`src/rtl/gcd_operand_packer.sv`:
```
// Front end of gcd_coprocessor: pairs consecutive words of a serial stream into
// (A, B) operand pairs, padding B with zero when a burst ends on an odd word.
module gcd_operand_packer #(
  parameter int W     = 16,
  parameter int CNT_W = 16
) (
  input  logic             clk,
  input  logic             reset,
  input  logic             in_val,
  output logic             in_rdy,
  input  logic [W-1:0]     in_bits,
  input  logic             in_last,
  output logic             operands_val,
  input  logic             operands_rdy,
  output logic [W-1:0]     operands_bits_A,
  output logic [W-1:0]     operands_bits_B,
  output logic             pair_padded,
  output logic [CNT_W-1:0] pair_count,
  output logic             busy
);

  typedef enum logic [1:0] {
    GET_A = 2'd0,
    GET_B = 2'd1,
    SEND  = 2'd2
  } state_e;

  state_e           state_q, state_d;
  logic [W-1:0]     a_q, a_d;
  logic [W-1:0]     b_q, b_d;
  logic             padded_q, padded_d;
  logic [CNT_W-1:0] count_q, count_d;
  logic             in_fire;
  logic             out_fire;

  // Handshake signals are decoded from state only; reset masks in_rdy so no
  // word can be taken on the very edge that clears the packer.
  always_comb begin
    in_rdy       = !reset && ((state_q == GET_A) || (state_q == GET_B));
    operands_val = (state_q == SEND);
    busy         = (state_q != GET_A);
    in_fire      = in_val && in_rdy;
    out_fire     = operands_val && operands_rdy;
  end

  always_comb begin
    state_d  = state_q;
    a_d      = a_q;
    b_d      = b_q;
    padded_d = padded_q;
    count_d  = count_q;
    case (state_q)
      GET_A: begin
        if (in_fire) begin
          a_d = in_bits;
          if (in_last) begin
            b_d      = '0;
            padded_d = 1'b1;
            state_d  = SEND;
          end else begin
            state_d = GET_B;
          end
        end
      end
      GET_B: begin
        // The pair is complete here regardless of in_last.
        if (in_fire) begin
          b_d      = in_bits;
          padded_d = 1'b0;
          state_d  = SEND;
        end
      end
      SEND: begin
        if (out_fire) begin
          count_d = count_q + CNT_W'(1);
          state_d = GET_A;
        end
      end
      default: state_d = GET_A;
    endcase
  end

  always_ff @(posedge clk) begin
    if (reset) begin
      state_q  <= GET_A;
      a_q      <= '0;
      b_q      <= '0;
      padded_q <= 1'b0;
      count_q  <= '0;
    end else begin
      state_q  <= state_d;
      a_q      <= a_d;
      b_q      <= b_d;
      padded_q <= padded_d;
      count_q  <= count_d;
    end
  end

  assign operands_bits_A = a_q;
  assign operands_bits_B = b_q;
  assign pair_padded     = padded_q;
  assign pair_count      = count_q;

endmodule

```
`config.mk`:
```
export PLATFORM = sky130hd
export DESIGN_NAME = gcd_operand_packer
export DESIGN_NICKNAME = d
export VERILOG_FILES = /design/src/rtl/gcd_operand_packer.sv
export SDC_FILE = /design/constraint.sdc
export NUM_CORES = 1
export LEC_CHECK = 0
export ABC_AREA = 1
export CORE_MARGIN = 8
export CORE_UTILIZATION = 48
export CTS_CLUSTER_DIAMETER = 200
export CTS_CLUSTER_SIZE = 28
export DETAILED_ROUTE_END_ITERATION = 6
export PLACE_DENSITY = 0.88
export REMOVE_ABC_BUFFERS = 1
export SLEW_MARGIN = 5
export SYNTH_ARGS = -nofsm -noshare
export SYNTH_HDL_FRONTEND = slang
export SYNTH_SLANG_ARGS = --single-unit
```
`constraint.sdc`:
```
create_clock -name clk -period 2.25 [get_ports clk]
set_clock_uncertainty 0.1 [all_clocks]
set_input_delay 0.3375 -clock clk [delete_from_list [all_inputs] [get_ports clk]]
set_output_delay 0.3375 -clock clk [all_outputs]
set_load 0.01 [all_outputs]
```
==> results of run 1 <==
[path summary, 6_finish.rpt]
check                                   start                  to  slack (ns)  cells after the start
worst max-delay path                    reset              in_rdy        0.24                      3
worst min-delay path            pair_count[8]       pair_count[8]        0.37                      2
worst max register to register     state_q[1]  operands_bits_B[0]        0.68                      6
worst min register to register  pair_count[8]       pair_count[8]        0.37                      2
[registers in the layout, indices dropped and copies added, names as in the netlist]
signal / flops
operands_bits_A: 16
operands_bits_B: 16
pair_count: 16
state_q: 2
pair_padded: 1
[metal layers]
layer,share of wire,vias to the layer above
li1,-,1041
met1,0.43,941
met2,0.48,67
met3,0.081,6
met4,0.010,0
met5,0,-
[cell type report]
cell class,count,share of cell area
multi-input combinational,195,0.315
tap,52,0.0217
inverter,22,0.0275
clock buffer,5,0.0230
clock inverter,3,0.0154
sequential,51,0.341
timing repair buffer,77,0.257
[worst min-delay path, cell delays in order (launching register included)]
cell	delay, ns
dfxtp_1	0.33
inv_1	0.05
a21oi_1	0.05
[through the flow]
| stage | area [um^2] | util | hold slack, ns |
|---|---|---|---|
| after floorplan | 2050 | - | 0.307 |
| after global placement | 2880 | 0.671 | 0.349 |
| after detailed placement | 2880 | 0.671 | 0.359 |
| after CTS | 3000 | 0.698 | 0.374 |
| after global routing | 3000 | 0.698 | 0.402 |
| final | 3000 | 0.698 | 0.372 |
[Yosys cell counts, types with 2 or more instances]
master	count
dfxtp_1	51
nor2_4	2
nor2_1	59
o21ai_0	22
clkbuf_1	6
xor2_1	3
buf_2	3
nand2_1	50
nand4_1	3
nand3_1	7
nand3b_1	16
inv_2	4
inv_1	18
a21oi_1	23
[power breakdown]
part / total, mW / switching (mW) / leakage (nW) / internal, mW
logic: 0.242 / 0.117 / 0.649 / 0.125
clock network: 0.646 / 0.311 / 0.0548 / 0.335
registers: 0.952 / 0.0198 / 0.414 / 0.932
[kinds of logic (layout without fill, tap and decap cells)]
family | count (synthesis) | after routing
DFF | 51 | 51
xor gates and xnor gates | 3 | 3
and+or+nand+nor | 143 | 143
AOI/OAI and AO/OA | 48 | 48
adders and majority gates | 1 | 1
buffers and inverters | 33 | 107
==> run metrics, run 1 <==
initial antenna violation count=0; register bit total from synthesis=51; Clock Tree Buf Depth=2; total power=1.84 mW; Area Overhead vs Synth=43.0%; die area=6740 um^2; total negative slack=0 ns; Compound-Gate Fraction of Synth Area=0.118; unrepaired setup endpoints after global routing=no; via count=2,055; Max Cap Violations=0; Adder-Cell Fraction of Synth Area=0.00597; Min Clock Period, post-route=2.01 ns; CP Buf/Inv Count=2; DR pass1 iterations=4; Ys Warns=0; Cells after Synth=279; final setup violation count=0; total grt overflow=0; via density per instance=5.07; H-tree levels=2; Global Route Usage Sum=0.161; hold buffers post-CTS=0; number of remaining DRC errors=0; M2 GR Usage=0.287; ys async rst share=0; slew margin rel.=0.806; critical path type=input port to primary output; Resize count post-CTS=0; status=finished, final reports clean; Synth area leaders=dfxtp_1 49%, nor2_1 11%, nand2_1 9.0%; PD cells=614 nW/um^2; wire length per cell=13.6 um; Worst Max-Slew Pin Slew=0.290 ns; most frequent cells in the layout=72 x clkdlybuf4s50_1, 59 x nor2_1, 51 x dfxtp_1; top_reg_cell synth=dfxtp_1; vias in the first global route=1,932; syn avg cell area=7.51 um^2; Yosys top cell by area=dfxtp_1; fmax=498 MHz; VDD IR max=350 uV; Worst Setup Start Kind=input port; largest net degree at the start of global routing=27; global-route wire length before repair=8590 um; post-route ant nets=0; slowest stage delay, CP=0.54 ns; Port Buffer Count=72; worst min-delay path class=flip-flop to flip-flop; Ports=73; most common cell after layout, fill and taps aside=clkdlybuf4s50_1; CP max FO=6; final net count=374; Largest delay share family, worst path=buffers and inverters; data required time at the worst endpoint=1.81 ns; Seq/Total Area, Yosys=0.487; CTS tree=built; Netlist Area Pre-Place=2100 um^2; setup ws final=0.243 ns; area of the multi-input gates=943 um^2; proportion of layout cells with a drive suffix above 1=0.0652; CTS root buffer=clkbuf_8; XOR/XNOR Fraction of Synth Area=0.0125; Max Slew Vio Count=0; Post-Synth Simple-Gate Area=0.314; routing usage on met1=0.177; library cells used by synthesis=26; critical path arrival=1.57 ns; largest family of logic cells by synthesized area=simple AND/OR/NAND/NOR gates; routability congestion estimate=0.826; crit share post-route=0.892; pre-CTS setup slack=0.198 ns; Synth top area share=0.487; Post-synth EDFFs=0; Leakage=1.12 nW; Finished Layout Cells=405; Filler cells=355; Clock Sinks=51; DRT Wirelength=5500 um; CTS clk-pin slew, worst paths=0.09 ns; Crit-path slowest cell=clkdlybuf4s50_1; core area=4290 um^2; placed insts=397; Worst-Skew Late Latency=0.30 ns; FF+latch area=1020 um^2; post-CTS setup repair buffer count=0; CP endpoint kind=primary output; n_diodes=0; busiest grt layer=met2; CP most frequent cell=clkdlybuf4s50_1; Initial Util=0.488; post-detailed-placement half-perimeter wirelength=4010 um; Hold Fails Final Rpt=0; CTS buffer count=5; DRT iter0 DRCs=111; post-synthesis mux area share=0; Die H=82.1 um; # rows=24; crit-path cells=clkdlybuf4s50_1 > nor2_1 > clkdlybuf4s50_1; Die W=82.1 um; Global Route met3 Usage=0.0569
Note: power is estimated with default switching activity, not from simulation.
==> run 2, diff against run 1 <==
- CELL_PAD_IN_SITES_DETAIL_PLACEMENT: unset -> 1
- CELL_PAD_IN_SITES_GLOBAL_PLACEMENT: unset -> 1
- CORE_MARGIN: 8 -> unset
- CORE_UTILIZATION: 48 -> 34
- PLACE_DENSITY: 0.88 -> 0.89
==> run 2 against run 1 <==
Effect of this change:
- die area fell by 3.8%
- sequential power hardly changed
- register-to-register slack improved by 0.03 ns
- global-route usage rose by 3.2 points
- sequential share of layout area is 0.42 points lower
- via count is 2.1% higher
- critical path depth stayed put
- combinational power hardly changed
- critical path type unchanged
- critical endpoint unchanged
- largest cell class unchanged
- largest power group unchanged
- highest routed layer unchanged
==> run metrics, run 2 (synthesized netlist as in run 1, its figures left out) <==
status=finished, final reports clean (unchanged); fmax=481 MHz (was 498 MHz); FF+latch area=1020 um^2 (unchanged); final net count=376 (was 374); total negative slack=0 ns (unchanged); # rows=28 (was 24); number of remaining DRC errors=0 (unchanged); Resize count post-CTS=0 (unchanged); most common cell after layout, fill and taps aside=clkdlybuf4s50_1 (unchanged); proportion of layout cells with a drive suffix above 1=0.0704 (was 0.0652); CTS tree=built (unchanged); via density per instance=4.88 (was 5.07); DRT Wirelength=6020 um (was 5500 um); VDD IR max=244 uV (was 350 uV); n_diodes=0 (unchanged); die area=6480 um^2 (was 6740 um^2); Reg-to-Reg Start=pair_count[0] (was state_q[1]); Global Route Usage Sum=0.193 (was 0.161); pre-CTS setup slack=0.154 ns (was 0.198 ns); CP endpoint kind=primary output (unchanged); core area=5920 um^2 (was 4290 um^2); most frequent cells in the layout=72 x clkdlybuf4s50_1, 59 x nor2_1, 51 x dfxtp_1 (unchanged); Leakage=1.13 nW (was 1.12 nW); Ports=73 (unchanged); Port Buffer Count=72 (unchanged); data required time at the worst endpoint=1.81 ns (about the same); total grt overflow=0 (unchanged); initial antenna violation count=0 (unchanged); wire length per cell=14.0 um (was 13.6 um); Clock Tree Buf Depth=2 (unchanged); final setup violation count=0 (unchanged); Area Overhead vs Synth=44.8% (was 43.0%); reg2reg setup slack=0.71 ns (was 0.68 ns); DR pass1 iterations=4 (unchanged); routability congestion estimate=0.789 (was 0.826); worst r2r path cells=6 (unchanged); setup ws final=0.171 ns (was 0.243 ns); global-route wire length before repair=9520 um (was 8590 um); largest net degree at the start of global routing=23 (was 27); PD cells=620 nW/um^2 (was 614 nW/um^2); slew margin rel.=0.759 (was 0.806); via count=2,098 (was 2,055); hold buffers post-CTS=0 (unchanged); worst min-delay path class=flip-flop to flip-flop (unchanged); worst hold start=operands_bits_B[1] (was pair_count[8]); critical path type=input port to primary output (unchanged); CTS root buffer=clkbuf_8 (unchanged); unrepaired setup endpoints after global routing=no (unchanged); Hold Fails Final Rpt=0 (unchanged); Worst Setup Start Kind=input port (unchanged); post-detailed-placement half-perimeter wirelength=4430 um (was 4010 um); Filler cells=730 (was 355); H-tree levels=2 (unchanged); Min Clock Period, post-route=2.08 ns (was 2.01 ns); Die H=80.5 um (was 82.1 um); vias in the first global route=2,041 (was 1,932); CTS clk-pin slew, worst paths=0.10 ns (was 0.09 ns); Worst Max-Slew Pin Slew=0.360 ns (was 0.290 ns); CP max FO=7 (was 6); crit path from=reset (unchanged); DRT iter0 DRCs=76 (was 111); Cells on Worst Hold Path=2 (unchanged); Die W=80.5 um (was 82.1 um); post-route ant nets=0 (unchanged); area of the multi-input gates=943 um^2 (unchanged); Worst-Skew Late Latency=0.31 ns (was 0.30 ns); Initial Util=0.354 (was 0.488); Clock Sinks=51 (unchanged); Max Slew Vio Count=0 (unchanged); CTS buffer count=5 (unchanged); Max Cap Violations=0 (unchanged); critical path arrival=1.64 ns (was 1.57 ns); crit share post-route=0.924 (was 0.892); post-CTS setup repair buffer count=0 (unchanged)
-- run 2: metal layers --
| metal | up-vias | global-route usage | routed length (um) |
|---|---|---|---|
| met5 | - | 0 | 0 |
| met4 | 0 | 0.0679 | 94 |
| met3 | 8 | 0.0534 | 396 |
| met2 | 59 | 0.340 | 2890 |
| met1 | 986 | 0.221 | 2640 |
| li1 | 1045 | - | - |
-- run 2: where the power goes --
part | switching [mW] | internal [mW]
combinational | 0.120 | 0.125
clock | 0.318 | 0.366
sequential | 0.0201 | 0.932
-- run 2: path summary, 6_finish.rpt --
path                                            to
worst max-delay path                        in_rdy
worst min-delay path            operands_bits_B[1]
worst max register to register      pair_count[12]
worst min register to register  operands_bits_B[1]
-- run 2: worst max-delay path: stages --
cell             delay (ns)
clkdlybuf4s50_1        0.59
nor2_1                 0.17
clkdlybuf4s50_1        0.55
-- run 2: area by class of cell --
class / instances / area share
clock buffers: 6 / 0.0272
clock inverters: 2 / 0.0128
inverters: 22 / 0.0272
multi-input cells: 195 / 0.311
flip-flops and latches: 51 / 0.336
well taps: 75 / 0.0309
repair buffers: 79 / 0.255
-- run 2: stage by stage --
stage | total power [mW] | cell area (um^2) | std cells | hold WS, ns | util
after floorplan | 1.07 | 2050 | 268 | 0.307 | -
after global placement | 1.21 | 2910 | 422 | 0.354 | 0.492
after detailed placement | 1.22 | 2910 | 422 | 0.362 | 0.492
after CTS | 1.90 | 3040 | 430 | 0.377 | 0.513
after global routing | 1.97 | 3040 | 430 | 0.393 | 0.513
final | 1.88 | 3040 | 430 | 0.372 | 0.513
==> run 3, diff against run 2 <==
- ABC_AREA: 1 -> unset
- PLACE_DENSITY: 0.89 -> 0.88
==> run 3 against run 2 <==
Effect of this change:
- worst hold slack worse by 0.017 ns
- largest cell class unchanged
- highest routed layer unchanged
- routed wire length down 1.9%
- synthesized area down 3.3%
==> run metrics, run 3 <==
status=finished, final reports clean (unchanged); CTS tree=built (unchanged); VDD IR max=261 uV (was 244 uV); CP endpoint kind=primary output (unchanged); count leader, synth=nand2_1 (was nor2_1); Port Buffer Count=72 (unchanged); hold buffers post-CTS=0 (unchanged); DR pass1 iterations=4 (unchanged); total power=1.67 mW (was 1.88 mW); Ys Warns=0 (unchanged); crit share post-route=0.916 (was 0.924); Initial Util=0.359 (was 0.354); Die W=79.2 um (was 80.5 um); number of remaining DRC errors=0 (unchanged); wire length per cell=15.2 um (was 14.0 um); Global Route met3 Usage=0.0414 (was 0.0534); routing usage on met1=0.241 (was 0.221); top_reg_cell synth=dfxtp_1 (unchanged); Die H=79.2 um (was 80.5 um); die area=6270 um^2 (was 6480 um^2); busiest grt layer=met2 (unchanged); slew margin rel.=0.595 (was 0.759); Seq/Total Area, Yosys=0.504 (was 0.487); Netlist Area Pre-Place=2030 um^2 (was 2100 um^2); post-detailed-placement half-perimeter wirelength=4300 um (was 4430 um); Post-synth top cells=53 x nand2_1, 51 x dfxtp_1, 38 x a21oi_1 (was 59 x nor2_1, 51 x dfxtp_1, 50 x nand2_1); ys async rst share=0 (unchanged); Global Route Usage Sum=0.201 (was 0.193); core area=5640 um^2 (was 5920 um^2); worst r2r path cells=4 (was 6); via count=1,984 (was 2,098); DRT iter0 DRCs=92 (was 76); register bit total from synthesis=51 (unchanged); Worst Hold End=operands_bits_B[3] (was operands_bits_B[1]); Sw Pwr=0.428 mW (was 0.458 mW); Clock Sinks=51 (unchanged); Post-synth EDFFs=0 (unchanged); M2 GR Usage=0.353 (was 0.340); total negative slack=0 ns (unchanged); PD cells=572 nW/um^2 (was 620 nW/um^2); syn avg cell area=8.38 um^2 (was 7.51 um^2); Reg-to-Reg End=pair_count[15] (was pair_count[12]); post-route ant nets=0 (unchanged); critical path type=flip-flop to primary output (was input port to primary output); reg2reg setup slack=0.47 ns (was 0.71 ns); Leakage=1.03 nW (was 1.13 nW); CTS buffer count=5 (unchanged); worst hold start=operands_bits_B[3] (was operands_bits_B[1]); # rows=27 (was 28); Clock Tree Buf Depth=2 (unchanged); Synth top area share=0.504 (was 0.487); most common cell after layout, fill and taps aside=clkdlybuf4s50_1 (unchanged); Cells on Worst Hold Path=2 (unchanged); Logic pwr share=0.120 (was 0.130); n_diodes=0 (unchanged); Area Overhead vs Synth=44.3% (was 44.8%); Worst-Skew Late Latency=0.31 ns (about the same); final net count=337 (was 376); H-tree levels=2 (unchanged); Max Cap Violations=0 (unchanged); unrepaired setup endpoints after global routing=no (unchanged); CP max FO=9 (was 7); final setup violation count=0 (unchanged); post-CTS setup repair buffer count=0 (unchanged); Worst Max-Slew Pin Slew=0.608 ns (was 0.360 ns); Hold Fails Final Rpt=0 (unchanged); Ports=73 (unchanged); Max Slew Vio Count=0 (unchanged); CTS root buffer=clkbuf_8 (unchanged); Util after Layout=0.519 (was 0.513); internal power=1.24 mW (was 1.42 mW); Resize count post-CTS=0 (unchanged); sw frac=0.256 (was 0.244); global-route wire length before repair=9740 um (was 9520 um); routability congestion estimate=0.738 (was 0.789); largest net degree at the start of global routing=34 (was 23); proportion of layout cells with a drive suffix above 1=0.0759 (was 0.0704); DRT Wirelength=5910 um (was 6020 um); vias in the first global route=1,996 (was 2,041); critical path arrival=1.62 ns (was 1.64 ns); clock share of power=0.318 (was 0.364); fmax=485 MHz (was 481 MHz); via density per instance=5.11 (was 4.88); CTS clk-pin slew, worst paths=0.09 ns (was 0.10 ns); Min Clock Period, post-route=2.06 ns (was 2.08 ns); Cells after Synth=242 (was 279); initial antenna violation count=0 (unchanged); total grt overflow=0 (unchanged); data required time at the worst endpoint=1.81 ns (about the same); Synth area leaders=dfxtp_1 50%, nand2_1 9.8%, a21oi_1 9.4% (was dfxtp_1 49%, nor2_1 11%, nand2_1 9.0%); Reg-to-Reg Start=pair_count[4] (was pair_count[0]); Yosys top cell by area=dfxtp_1 (unchanged); crit path from=state_q[1] (was reset); worst min-delay path class=flip-flop to flip-flop (unchanged); Worst Setup Start Kind=flip-flop (was input port); library cells used by synthesis=34 (was 26); sequential share of power=0.563 (was 0.506); most frequent cells in the layout=71 x clkdlybuf4s50_1, 53 x nand2_1, 51 x dfxtp_1 (was 72 x clkdlybuf4s50_1, 59 x nor2_1, 51 x dfxtp_1)
run 3: final cells by class:
cell class,instances,area (um^2)
fillers,682,2720
flip-flops and latches,51,1020
multi-input cells,174,935
repair buffers,82,791
well taps,72,90.1
clock buffers,6,72.6
clock inverters,2,12.5
inverters,1,3.75
run 3: metal layers:
layer	routed length, um	up-vias
met5	0	-
met4	93	0
met3	191	7
met2	2990	49
met1	2630	961
li1	-	967
run 3: worst max-delay path, stage by stage (launching register included):
cell and delay, ns:
dfxtp_1 0.51, nor2b_1 0.24, clkdlybuf4s50_1 0.57
run 3: worst max path at each step:
stage | end | slack [ns]
floorplan | operands_bits_A[0] | 0.49
global placement | pair_count[15] | 0.20
detailed placement | operands_bits_A[0] | 0.18
CTS | operands_val | 0.17
global route | operands_val | 0.12
finish | operands_val | 0.19
run 3: metrics by stage:
stage | hold slack (ns) | instances | setup slack (ns) | instance area, um^2
floorplan | 0.307 | 226 | 0.486 | 1950
global placement | 0.338 | 380 | 0.203 | 2840
detailed placement | 0.347 | 380 | 0.185 | 2840
CTS | 0.360 | 388 | 0.173 | 2930
global route | 0.381 | 388 | 0.121 | 2930
finish | 0.355 | 388 | 0.190 | 2930
run 3: cell families after synthesis:
family	after synthesis	share of synthesized area
adder cells (fa/ha/maj)	1	0.00617
flip-flops	51	0.504
multiplexers	2	0.00988
XOR/XNOR	10	0.0432
AND/OR/NAND/NOR	116	0.281
AO/OA/AOI/OAI	45	0.118
buffers and inverters	17	0.0377
run 3: power by group through the flow:
stage | logic, mW | clock network, mW | registers [mW]
after floorplan | 0.0586 | 0 | 0.967
after global placement | 0.197 | 0 | 0.961
after detailed placement | 0.201 | 0 | 0.962
after CTS | 0.202 | 0.546 | 0.941
after global routing | 0.216 | 0.584 | 0.944
final | 0.200 | 0.532 | 0.940
==> patch, RTL diff (settings of run 1) <==
The parameter `W` goes from 16 to 14.
--- a/src/rtl/gcd_operand_packer.sv
+++ b/src/rtl/gcd_operand_packer.sv
@@ -1,7 +1,7 @@
 // Front end of gcd_coprocessor: pairs consecutive words of a serial stream into
 // (A, B) operand pairs, padding B with zero when a burst ends on an odd word.
 module gcd_operand_packer #(
-  parameter int W     = 16,
+  parameter int W     = 14,
   parameter int CNT_W = 16
 ) (
   input  logic             clk,
Interface: changed (resized in_bits, operands_bits_A and operands_bits_B); port bits go from 73 to 67. The function was not compared with the original's and may differ.
==> patch against run 1 <==
  * Die area fell by 2.8%
  * Register-to-register slack improved by 0.05 ns
  * Combinational power increased by 8.3%
  * Count of clock-buffer cells in the layout up 2
  * Wire length shrank 3.4%
  * Sequential cell count shrank 4
  * Power is 11% lower
  * First-iteration DRC count fell by 53%
  * Sequential power fell by 6.6%
  * Clock power decreased by 25%
  * Area after synthesis fell by 3.5%
  * Final area decreased by 5.6%
  * Worst setup slack improved by 0.030 ns
==> patch: results (changes against run 1) <==
\begin{tabular}{lr}
\hline
Metric & Value \\
\hline
\multicolumn{2}{l}{\textbf{Outcome}} \\
Status & completed \\
\multicolumn{2}{l}{\textbf{Synthesis}} \\
Cell variety after synth & 23 (-12\%) \\
Sequential area share after synthesis & 46.51\% (-2.2 points) \\
Mean Syn Cell Area & 6.977 um2 (-7.1\%) \\
\multicolumn{2}{l}{\textbf{Setup path}} \\
Worst r2r src & state\_q[0] \\
Largest fanout of any net on the critical path & 2 (-4) \\
Longest individual stage delay on the worst path & 0.57 ns (+0.03 ns) \\
\multicolumn{2}{l}{\textbf{Pwr}} \\
Leakage power total & 1.164 nW (+4.1\%) \\
Power attributed to sequential cells & 889 uW (-6.6\%) \\
Share of power burned in combinational logic & 16.0\% (+2.9 points) \\
\multicolumn{2}{l}{\textbf{Placement}} \\
HPWL reported at the end of detailed placement & 4.001 mm (-0.22\%) \\
\multicolumn{2}{l}{\textbf{Detailed routing}} \\
Vias per cell & 4.900 (-3.4\%) \\
Sum of routed wire segments on met1 & 2.047 mm (-12\%) \\
First-iteration detailed-routing DRC count & 52 (-53\%) \\
\multicolumn{2}{l}{\textbf{Cells and area}} \\
Non-clock inverter count & 50 (+130\%) \\
Area share of buffers outside the clock network & 25.12\% (-0.59 points) \\
Number of fill cells & 352 (-0.85\%) \\
Total number of nets in the final design & 377 (+0.80\%) \\
Number of clock buffer instances in the layout & 7 (+2) \\
Share of cell area taken by multi-input logic gates & 29.90\% (-1.6 points) \\
\multicolumn{2}{l}{\textbf{GRT}} \\
Number of global-route vias before repair & 1959 (+1.4\%) \\
M2 GR Usage & 28.47\% (-0.26 points) \\
Total routing resource utilization after global routing & 17.10\% (+0.98 points) \\
M3 GR Usage & 10.49\% (+4.8 points) \\
\multicolumn{2}{l}{\textbf{Min path}} \\
Worst Min Path Start & pair\_padded \\
\multicolumn{2}{l}{\textbf{Clock network}} \\
Number of sinks driven by the clock tree & 47 (-7.8\%) \\
\hline
\end{tabular}
patch: changes by cell type after synthesis, moves of 2 or more:
cell and change:
sky130_fd_sc_hd__buf_2 +3, sky130_fd_sc_hd__nand3b_1 -16, sky130_fd_sc_hd__inv_2 -3, sky130_fd_sc_hd__o21ai_0 -6
sky130_fd_sc_hd__nor3_1 +16, sky130_fd_sc_hd__nor2_1 -8, sky130_fd_sc_hd__inv_1 +31, sky130_fd_sc_hd__nand2_1 -2
sky130_fd_sc_hd__o21ai_1 +2, sky130_fd_sc_hd__dfxtp_1 -4
patch: metrics by stage:
stage,setup slack (ns),instance area [um2],hold WS (ns),utilization (%)
finish,0.2735,2829,0.3654,70.22
global route,0.2151,2829,0.3897,70.22
CTS,0.2629,2829,0.3713,70.22
detailed placement,0.2655,2748,0.3584,68.20
global placement,0.2815,2748,0.3545,68.20
floorplan,0.3763,1974,0.3066,-
